$ cat src/rtl/raycast_pkg.sv
// Shared types and constants for the raycaster column pipeline: the DDA column
// record layout, RGB565 helpers and the wall colour palette.
package raycast_pkg;

    localparam int SCREEN_WIDTH_DEF  = 320;
    localparam int SCREEN_HEIGHT_DEF = 240;
    localparam int ADDR_W_DEF        = 17;

    typedef struct packed {
        logic [8:0]  hcount;
        logic [7:0]  line_height;
        logic        wall_type;
        logic [3:0]  map_data;
        logic [15:0] wall_x;
    } column_rec_t;

    typedef struct packed {
        logic [4:0] r;
        logic [5:0] g;
        logic [4:0] b;
    } rgb565_t;

    // Indexed by map cell type; entry 0 is empty space and never drawn.
    localparam rgb565_t [15:0] WALL_PALETTE = {
        16'hB5B6, 16'h2945, 16'hC618, 16'h5AEB,
        16'hA145, 16'h841F, 16'hFC00, 16'h8410,
        16'h07FF, 16'hF81F, 16'hFFE0, 16'hFFFF,
        16'h001F, 16'h07E0, 16'hF800, 16'h0000
    };

    function automatic rgb565_t darken_565(input rgb565_t c);
        rgb565_t d;
        d.r = c.r >> 1;
        d.g = c.g >> 1;
        d.b = c.b >> 1;
        return d;
    endfunction

endpackage

$ cat src/rtl/column_span_calc.sv
// Combinational wall span for one column: clamps the line height to the
// screen and centres it vertically.
module column_span_calc
    import raycast_pkg::*;
#(
    parameter int SCREEN_HEIGHT = SCREEN_HEIGHT_DEF,
    parameter int Y_W           = $clog2(SCREEN_HEIGHT + 1)
) (
    input  logic [7:0]     line_height_in,
    input  logic [3:0]     map_data_in,
    output logic [Y_W-1:0] draw_start_out,
    output logic [Y_W-1:0] draw_end_out,
    output logic           wall_empty_out
);

    int lh_i;
    int ds_i;

    always_comb begin
        lh_i = int'(line_height_in);
        if (lh_i > SCREEN_HEIGHT) lh_i = SCREEN_HEIGHT;
        if (map_data_in == 4'd0)  lh_i = 0;
        // Truncating halve puts the odd leftover row on the floor side.
        ds_i           = (SCREEN_HEIGHT - lh_i) / 2;
        draw_start_out = Y_W'(ds_i);
        draw_end_out   = Y_W'(ds_i + lh_i - 1);
        wall_empty_out = (lh_i == 0);
    end

endmodule

$ cat src/rtl/column_rasterizer.sv
// Expands one DDA column record into SCREEN_HEIGHT frame buffer writes
// (ceiling, wall slice, floor) and flags the end of a frame.
module column_rasterizer
    import raycast_pkg::*;
#(
    parameter int          SCREEN_WIDTH  = SCREEN_WIDTH_DEF,
    parameter int          SCREEN_HEIGHT = SCREEN_HEIGHT_DEF,
    parameter int          ADDR_W        = ADDR_W_DEF,
    parameter logic [15:0] CEIL_COLOR    = 16'h2104,
    parameter logic [15:0] FLOOR_COLOR   = 16'h4208
) (
    input  logic              pixel_clk_in,
    input  logic              rst_in,
    input  logic              dda_fifo_tvalid_in,
    input  logic [37:0]       dda_fifo_tdata_in,
    input  logic              dda_fifo_tlast_in,
    output logic              rasterizer_tready_out,
    output logic              pixel_wr_en_out,
    output logic [ADDR_W-1:0] pixel_addr_out,
    output logic [15:0]       pixel_data_out,
    output logic              frame_done_out
);

    localparam int Y_W = $clog2(SCREEN_HEIGHT + 1);

    typedef enum logic [1:0] {IDLE, SETUP, DRAW} state_e;

    column_rec_t rec_in;
    logic        unused_wall_x;
    assign rec_in        = column_rec_t'(dda_fifo_tdata_in);
    assign unused_wall_x = ^rec_in.wall_x;

    state_e            state_q, state_d;
    logic [8:0]        hcount_q, hcount_d;
    logic [7:0]        lh_q, lh_d;
    logic              wall_type_q, wall_type_d;
    logic [3:0]        map_q, map_d;
    logic              tlast_q, tlast_d;
    logic [Y_W-1:0]    ds_q, ds_d, de_q, de_d, y_q, y_d;
    logic              empty_q, empty_d;
    logic [15:0]       wall_q, wall_d;
    logic [ADDR_W-1:0] acc_q, acc_d;
    logic              tready_q, tready_d, wr_en_q, wr_en_d, done_q, done_d;
    logic [ADDR_W-1:0] addr_q, addr_d;
    logic [15:0]       data_q, data_d;

    logic [Y_W-1:0]    span_ds, span_de;
    logic              span_empty;

    column_span_calc #(
        .SCREEN_HEIGHT (SCREEN_HEIGHT),
        .Y_W           (Y_W)
    ) u_span (
        .line_height_in (lh_q),
        .map_data_in    (map_q),
        .draw_start_out (span_ds),
        .draw_end_out   (span_de),
        .wall_empty_out (span_empty)
    );

    function automatic logic [15:0] pixel_color(
        input logic [Y_W-1:0] y,
        input logic [Y_W-1:0] ds,
        input logic [Y_W-1:0] de,
        input logic           empty,
        input logic [15:0]    wall
    );
        if (y < ds)                return CEIL_COLOR;
        else if (!empty && y <= de) return wall;
        else                        return FLOOR_COLOR;
    endfunction

    always_comb begin
        state_d     = state_q;
        hcount_d    = hcount_q;
        lh_d        = lh_q;
        wall_type_d = wall_type_q;
        map_d       = map_q;
        tlast_d     = tlast_q;
        ds_d        = ds_q;
        de_d        = de_q;
        empty_d     = empty_q;
        wall_d      = wall_q;
        acc_d       = acc_q;
        y_d         = y_q;
        tready_d    = tready_q;
        wr_en_d     = 1'b0;
        addr_d      = addr_q;
        data_d      = data_q;
        done_d      = 1'b0;
        case (state_q)
            IDLE: begin
                tready_d = 1'b1;
                if (dda_fifo_tvalid_in && tready_q) begin
                    hcount_d    = rec_in.hcount;
                    lh_d        = rec_in.line_height;
                    wall_type_d = rec_in.wall_type;
                    map_d       = rec_in.map_data;
                    tlast_d     = dda_fifo_tlast_in;
                    tready_d    = 1'b0;
                    state_d     = SETUP;
                end
            end
            SETUP: begin
                ds_d    = span_ds;
                de_d    = span_de;
                empty_d = span_empty;
                wall_d  = wall_type_q ? darken_565(WALL_PALETTE[map_q]) : WALL_PALETTE[map_q];
                if (int'(hcount_q) >= SCREEN_WIDTH) begin
                    // Off-screen column: consume it silently but still honour tlast.
                    state_d  = IDLE;
                    tready_d = 1'b1;
                    done_d   = tlast_q;
                end else begin
                    // Row 0 is issued here so the write stream starts one cycle after SETUP.
                    state_d = DRAW;
                    wr_en_d = 1'b1;
                    addr_d  = ADDR_W'(hcount_q);
                    data_d  = pixel_color('0, span_ds, span_de, span_empty, wall_d);
                    acc_d   = ADDR_W'(hcount_q) + ADDR_W'(SCREEN_WIDTH);
                    y_d     = Y_W'(1);
                end
            end
            DRAW: begin
                if (y_q == Y_W'(SCREEN_HEIGHT)) begin
                    state_d  = IDLE;
                    tready_d = 1'b1;
                    done_d   = tlast_q;
                end else begin
                    wr_en_d = 1'b1;
                    addr_d  = acc_q;
                    data_d  = pixel_color(y_q, ds_q, de_q, empty_q, wall_q);
                    acc_d   = acc_q + ADDR_W'(SCREEN_WIDTH);
                    y_d     = y_q + Y_W'(1);
                end
            end
            default: begin
                state_d  = IDLE;
                tready_d = 1'b1;
            end
        endcase
    end

    always_ff @(posedge pixel_clk_in) begin
        if (rst_in) begin
            state_q     <= IDLE;
            hcount_q    <= '0;
            lh_q        <= '0;
            wall_type_q <= 1'b0;
            map_q       <= '0;
            tlast_q     <= 1'b0;
            ds_q        <= '0;
            de_q        <= '0;
            empty_q     <= 1'b1;
            wall_q      <= '0;
            acc_q       <= '0;
            y_q         <= '0;
            tready_q    <= 1'b1;
            wr_en_q     <= 1'b0;
            addr_q      <= '0;
            data_q      <= '0;
            done_q      <= 1'b0;
        end else begin
            state_q     <= state_d;
            hcount_q    <= hcount_d;
            lh_q        <= lh_d;
            wall_type_q <= wall_type_d;
            map_q       <= map_d;
            tlast_q     <= tlast_d;
            ds_q        <= ds_d;
            de_q        <= de_d;
            empty_q     <= empty_d;
            wall_q      <= wall_d;
            acc_q       <= acc_d;
            y_q         <= y_d;
            tready_q    <= tready_d;
            wr_en_q     <= wr_en_d;
            addr_q      <= addr_d;
            data_q      <= data_d;
            done_q      <= done_d;
        end
    end

    assign rasterizer_tready_out = tready_q;
    assign pixel_wr_en_out       = wr_en_q;
    assign pixel_addr_out        = addr_q;
    assign pixel_data_out        = data_q;
    assign frame_done_out        = done_q;

endmodule

$ cat config.mk
export PLATFORM = sky130hd
export DESIGN_NAME = column_rasterizer
export DESIGN_NICKNAME = d
export VERILOG_FILES = /design/src/rtl/raycast_pkg.sv /design/src/rtl/column_span_calc.sv /design/src/rtl/column_rasterizer.sv
export SDC_FILE = /design/constraint.sdc
export NUM_CORES = 1
export LEC_CHECK = 0
export ABC_CLOCK_PERIOD_IN_PS = 4100
export CORE_ASPECT_RATIO = 0.7
export CORE_MARGIN = 2
export CORE_UTILIZATION = 50
export DETAILED_ROUTE_END_ITERATION = 10
export HOLD_SLACK_MARGIN = 0.02
export PLACE_DENSITY = 0.72
export SYNTH_ARGS = -nofsm -noshare
export SYNTH_HDL_FRONTEND = slang
export SYNTH_SLANG_ARGS = --single-unit
$ cat constraint.sdc
create_clock -name pixel_clk_in -period 4.1 [get_ports pixel_clk_in]
set_clock_uncertainty 0.15 [all_clocks]
set_input_delay 0.41 -clock pixel_clk_in [delete_from_list [all_inputs] [get_ports pixel_clk_in]]
set_output_delay 0.41 -clock pixel_clk_in [all_outputs]
set_load 0.01 [all_outputs]
==> results of run 1 <==
## synth_stat cells (all sizes together), types with 3 or more instances
| library cell | number | area (um^2) |
|---|---|---|
| clkbuf | 36 | 188 |
| nor2 | 86 | 323 |
| o21ai | 44 | 220 |
| nand3 | 30 | 150 |
| o21bai | 3 | 26.3 |
| buf | 18 | 113 |
| o211ai | 7 | 52.6 |
| a221oi | 3 | 32.5 |
| a21o | 3 | 22.5 |
| nor4 | 3 | 18.8 |
| dfxtp | 134 | 2680 |
| nand4 | 8 | 50.1 |
| or3 | 14 | 87.6 |
| a31o | 3 | 26.3 |
| o41ai | 3 | 26.3 |
| nor3 | 11 | 55.1 |
| xnor2 | 13 | 114 |
| nor4b | 4 | 50.1 |
| o311ai | 3 | 33.8 |
| o21a | 5 | 37.5 |
| a22oi | 6 | 45.0 |
| mux2i | 38 | 380 |
| or2 | 6 | 37.5 |
| a21oi | 60 | 300 |
| inv | 44 | 165 |
| and3 | 4 | 25.0 |
| ha | 45 | 563 |
| xor2 | 12 | 105 |
| nor2b | 7 | 43.8 |
| or4 | 3 | 30.0 |
| a211oi | 28 | 210 |
| a311o | 4 | 40.0 |
| a31oi | 14 | 87.6 |
| nand2 | 92 | 345 |
| mux2 | 3 | 33.8 |
## power by group through the flow
stage | combinational [mW] | clock (mW) | sequential (mW)
finish | 1.31 | 1.47 | 1.64
global route | 1.46 | 1.56 | 1.67
CTS | 1.30 | 1.49 | 1.64
detailed placement | 1.28 | 0 | 1.67
global placement | 1.26 | 0 | 1.67
floorplan | 0.945 | 0 | 1.65
## layer usage
metal / GRT usage (%) / share of wire (%) / vias to the layer above
met2: 33.0 / 42 / 111
met4: 8.83 / 1.9 / 0
li1: - / - / 2961
met3: 4.65 / 3.8 / 24
met5: 0 / 0 / -
met1: 29.9 / 53 / 2662
## cell families after synthesis
logic type | share of synthesized area (%)
AO/OA/AOI/OAI | 18.0
XOR/XNOR | 3.15
adder cells (fa/ha/maj) | 8.39
buffers and inverters | 7.09
flip-flops | 38.6
multiplexers | 5.96
other | 0.0539
AND/OR/NAND/NOR | 18.8
## worst max-delay path by stage
stage                     cells after the start  slack (ns)     start      end
after floorplan                              19        0.30  map_q[3]  de_q[7]
after global placement                       18        0.37   lh_q[6]  de_q[7]
after detailed placement                     18        0.24   lh_q[5]  de_q[7]
after CTS                                    18        0.20   lh_q[5]  de_q[7]
after global routing                         16       0.003   lh_q[7]  de_q[7]
final                                        18        0.30   lh_q[5]  de_q[7]
## cells in the final DEF, fill, tap and decap left out, types with 7 or more instances in the layout
cell	instances
buf_4	12
or3_1	14
a21oi_1	60
nor2_1	85
nand4_1	8
a211oi_1	28
ha_1	44
xor2_1	12
o211ai_1	7
mux2i_1	38
nand3_1	30
inv_1	44
nor3_1	11
nand2_1	92
a31oi_1	14
xnor2_1	12
clkdlybuf4s50_1	60
dfxtp_1	134
clkbuf_16	17
o21ai_0	44
## worst max-delay path, stage by stage, from the launching register on
cell and delay (ns):
dfxtp_1 0.37, and4_1 0.30, nor2_2 0.21, nand2_1 0.11
ha_1 0.23, xor2_1 0.17, ha_1 0.32, inv_1 0.10
ha_1 0.23, inv_1 0.06, ha_1 0.17, inv_1 0.06
fa_1 0.39, nor2b_2 0.17, nor3_1 0.08, o21bai_1 0.14
a21oi_1 0.09, xnor2_1 0.13, a211oi_1 0.24
## area by class of cell
class,count,area [um^2]
clock inverters,14,139
multi-input cells,589,3820
fillers,1207,5560
repair buffers,73,696
well taps,190,238
clock buffers,18,429
flip-flops and latches,134,2680
inverters,45,169
## repair_timing
action,4_1_cts,5_1_grt
hold buffers,0,0
endpoints found under the setup margin,0,1
gates resized for setup,0,4
==> reports/results.txt, run 1 <==
status -> finished, final reports clean
Psw -> 1.52 mW
clk sinks -> 134
antenna violations before repair -> 0
critical path arrival -> 3.99 ns
internal cell power -> 2.91 mW
Total Nets Final -> 948
area grow syn2layout -> 17.6%
pins over their slew limit -> 0
Worst R2R Start -> lh_q[5]
Tot GR Track Use -> 21.6%
worst-path fanout max -> 8
Reg power frac -> 37.1%
Max-cap violations -> 0
hold slack final -> 0.300 ns
Rel. slew slack -> 22.1%
Hold Path Sink -> pixel_addr_out[13]
Die W -> 145 um
Worst Max-Slew Pin Slew -> 1.17 ns
Post-Layout Inst Area -> 8180 um^2
WS Path Type -> flip-flop to flip-flop
CTS tree -> built
Total Wirelength -> 15.8 mm
port bufs -> 61
Sw Share -> 34.3%
CTS root buffer -> clkbuf_16
worst IR drop on VDD -> 376 uV
warnings from Yosys -> 0
Tmin final -> 3.80 ns
Fin. Hold Viols -> 0
share of cells above drive strength 1 -> 8.36%
largest net degree at the start of global routing -> 51
RSZ-0062 raised after global routing -> no
Clock Latency Late Sink -> 0.42 ns
Routed Antenna Nets -> 0
drt first-iter violations -> 406
Main synth FF type -> dfxtp_1
Pwr Total -> 4.43 mW
clock share of power -> 33.3%
period utilization -> 92.8%
Mapped Cells -> 823
Hold Crit Depth -> 2
Reg-to-Reg End -> de_q[7]
htree depth -> 4
GPL Wtd Cong -> 0.842
Top Ports -> 78
setup violators final -> 0
Worst Setup End Kind -> flip-flop
core area -> 13700 um^2
Post-DP HPWL -> 10.6 mm
CTS buffer count -> 17
Synth Register Bits -> 134
Initial Utilization -> 50.6%
Comb power frac -> 29.6%
min-delay src -> pixel_addr_out[13]
reg2reg path depth -> 18
# placed instances -> 1031
minimum setup slack among reg-to-reg paths -> 0.30 ns
Req. time, crit path -> 4.28 ns
sequential area share after synthesis -> 38.6%
Cell Area, Synth -> 6950 um^2
drt wl/cell -> 14.8 um
Die Footprint -> 14900 um^2
Area after DPL -> 7590 um^2
Die Y -> 103 um
Final Worst Setup Slack -> 0.295 ns
diode count -> 0
setup_tns -> 0 ns
Distinct cells, synth -> 66
routed vias -> 5758
drt first pass iters -> 5
post-route insts no fill -> 1063
drt drc -> 0
Avg Cell Area, Syn -> 8.45 um^2
Max clock buf depth -> 2
GRT overflow -> 0
site row count -> 36
Pwr Density -> 542 nW/um^2
Reg clk slew, reported paths -> 0.06 ns
f_max -> 263 MHz
critical path startpoint category -> flip-flop
FFs w/ async S/R, synth -> 0%
Place WS -> 0.236 ns
final core utilization -> 59.5%
via count of the first global-routing pass -> 5310
Post-synth EDFFs -> 0
first-pass GRT wire length -> 25.8 mm
Leakage -> 3.08 nW
worst min path class -> flip-flop to flip-flop
Setup Buffers After CTS -> 0
drt via density -> 5.42
No activity file was read; power rests on OpenSTA's default activity.
==> run 2, diff against run 1 <==
- CORE_ASPECT_RATIO: 0.7 -> unset
==> run 2 against run 1 <==
Effect of this change: power rose by 1.8%; routed wire length shrank 1.7%; first-iteration DRC count fell by 17%; non-clock buffer count up 1; hold slack worse by 0.21 ns.
==> reports/results.txt, run 2 (same netlist as run 1, synthesis figures left out) <==
WS Path Type -> flip-flop to flip-flop (unchanged)
most frequent cells in the layout -> 134 x dfxtp_1, 92 x nand2_1, 85 x nor2_1 (unchanged)
Tot GR Track Use -> 22.0% (was 21.6%)
drt first-iter violations -> 338 (was 406)
drt first pass iters -> 5 (unchanged)
Area after DPL -> 7580 um^2 (was 7590 um^2)
Max clock buf depth -> 2 (unchanged)
FILL cells -> 1245 (was 1207)
drt via density -> 5.49 (was 5.42)
critical path startpoint category -> flip-flop (unchanged)
Worst Max-Slew Pin Slew -> 1.18 ns (was 1.17 ns)
core area -> 13700 um^2 (about the same)
CTS root buffer -> clkbuf_16 (unchanged)
Total Wirelength -> 15.5 mm (was 15.8 mm)
htree depth -> 4 (unchanged)
setup violators final -> 0 (unchanged)
RSZ-0062 raised after global routing -> no (unchanged)
port bufs -> 61 (unchanged)
Max-cap violations -> 0 (unchanged)
worst IR drop on VDD -> 360 uV (was 376 uV)
critical path arrival -> 3.99 ns (about the same)
drt wl/cell -> 14.7 um (was 14.8 um)
clk sinks -> 134 (unchanged)
CTS buffer count -> 17 (unchanged)
routed vias -> 5787 (was 5758)
period utilization -> 92.9% (was 92.8%)
Pwr Density -> 550 nW/um^2 (was 542 nW/um^2)
GRT overflow -> 0 (unchanged)
Clock Latency Late Sink -> 0.42 ns (about the same)
GPL Wtd Cong -> 0.822 (was 0.842)
Post-Layout Inst Area -> 8200 um^2 (was 8180 um^2)
slowest CP cell -> dfxtp_1 (was fa_1)
most used cell, CP -> ha_1 (unchanged)
area grow syn2layout -> 17.9% (was 17.6%)
pins over their slew limit -> 0 (unchanged)
share of cells above drive strength 1 -> 8.35% (was 8.36%)
Die Footprint -> 14900 um^2 (about the same)
minimum setup slack among reg-to-reg paths -> 0.29 ns (was 0.30 ns)
worst min path class -> input port to flip-flop (was flip-flop to flip-flop)
Die Y -> 122 um (was 103 um)
worst-path fanout max -> 8 (unchanged)
via count of the first global-routing pass -> 5347 (was 5310)
Routed Antenna Nets -> 0 (unchanged)
Initial Utilization -> 50.7% (was 50.6%)
Critical Path Max Stage Delay -> 0.37 ns (was 0.39 ns)
Top Ports -> 78 (unchanged)
Setup Buffers After CTS -> 0 (unchanged)
CTS tree -> built (unchanged)
Reg clk slew, reported paths -> 0.06 ns (about the same)
site row count -> 43 (was 36)
largest net degree at the start of global routing -> 84 (was 51)
critical path's top delay family -> adder cells (unchanged)
Die W -> 122 um (was 145 um)
Critical Path, Cell by Cell -> and4_1 -> nor2_2 -> nand2_1 -> ha_1 -> xor2_1 -> ha_1 -> inv_1 -> ha_1 -> inv_1 -> ha_1 -> inv_1 -> fa_1 -> nor2b_1 -> nor3_1 -> o21bai_1 -> a21oi_1 -> xnor2_1 -> a211oi_1 (was and4_1 -> nor2_2 -> nand2_1 -> ha_1 -> xor2_1 -> ha_1 -> inv_1 -> ha_1 -> inv_1 -> ha_1 -> inv_1 -> fa_1 -> nor2b_2 -> nor3_1 -> o21bai_1 -> a21oi_1 -> xnor2_1 -> a211oi_1)
Worst Setup End Kind -> flip-flop (unchanged)
first-pass GRT wire length -> 26.0 mm (was 25.8 mm)
Total Nets Final -> 949 (was 948)
most common cell after layout, fill and taps aside -> dfxtp_1 (unchanged)
drt drc -> 0 (unchanged)
Fin. Hold Viols -> 0 (unchanged)
Post-DP HPWL -> 10.3 mm (was 10.6 mm)
antenna violations before repair -> 0 (unchanged)
diode count -> 0 (unchanged)
status -> finished, final reports clean (unchanged)
crit path buf inv count -> 3 (unchanged)
final core utilization -> 59.8% (was 59.5%)
Leakage -> 3.10 nW (was 3.08 nW)
Tmin final -> 3.81 ns (was 3.80 ns)
Req. time, crit path -> 4.28 ns (about the same)
setup_tns -> 0 ns (unchanged)
f_max -> 263 MHz (about the same)
Rel. slew slack -> 21.3% (was 22.1%)
run 2: final timing paths:
| path | startpoint | cells past startpoint | endpoint |
|---|---|---|---|
| hold reg to reg | pixel_addr_out[12] | 2 | pixel_addr_out[12] |
| setup reg to reg | lh_q[6] | 18 | de_q[7] |
| hold / removal | rst_in | 2 | wall_q[12] |
| setup / recovery | lh_q[6] | 18 | de_q[7] |
run 2: report_power, final:
part           switching [mW]  total [mW]  internal [mW]
Sequential              0.143        1.64           1.50
Clock                   0.575        1.56          0.983
Combinational           0.741        1.31          0.564
run 2: worst register-to-register path, delay by kind of cell, from the launching register on:
kind	cells	cell delay, ns
flops	1	0.37
compound gates	3	0.45
fa+ha+maj	5	1.33
xor+xnor	2	0.31
buf+inv	3	0.21
simple gates	5	0.89
run 2: metrics by stage:
stage	worst slack, ns	instances	hold slack [ns]	power (mW)
after floorplan	0.304	824	0.282	2.59
after global placement	0.326	1022	0.291	2.94
after detailed placement	0.241	1022	0.295	2.96
after CTS	0.234	1054	0.0707	4.53
after global routing	0.00787	1054	0.106	4.78
final	0.292	1054	0.0859	4.51
run 2: repair_timing:
item                                    4_1_cts  5_1_grt
endpoints found under the setup margin        0        2
hold buffers                                  0        0
gates resized for setup                       0        2
run 2: cell type report:
class	count	area, um^2	area share (%)
clock inverters	13	154	1.88
flip-flops and latches	134	2680	32.7
clock buffers	19	453	5.52
well taps	180	225	2.75
multi-input cells	589	3810	46.5
repair buffers	74	703	8.57
inverters	45	169	2.06
run 2: per-layer routing:
metal	up-vias	wire (um)	GRT usage, %
li1	2955	-	-
met1	2683	7290	29.0
met3	22	600	3.93
met4	0	262	7.33
met2	127	7350	36.3
met5	-	0	0
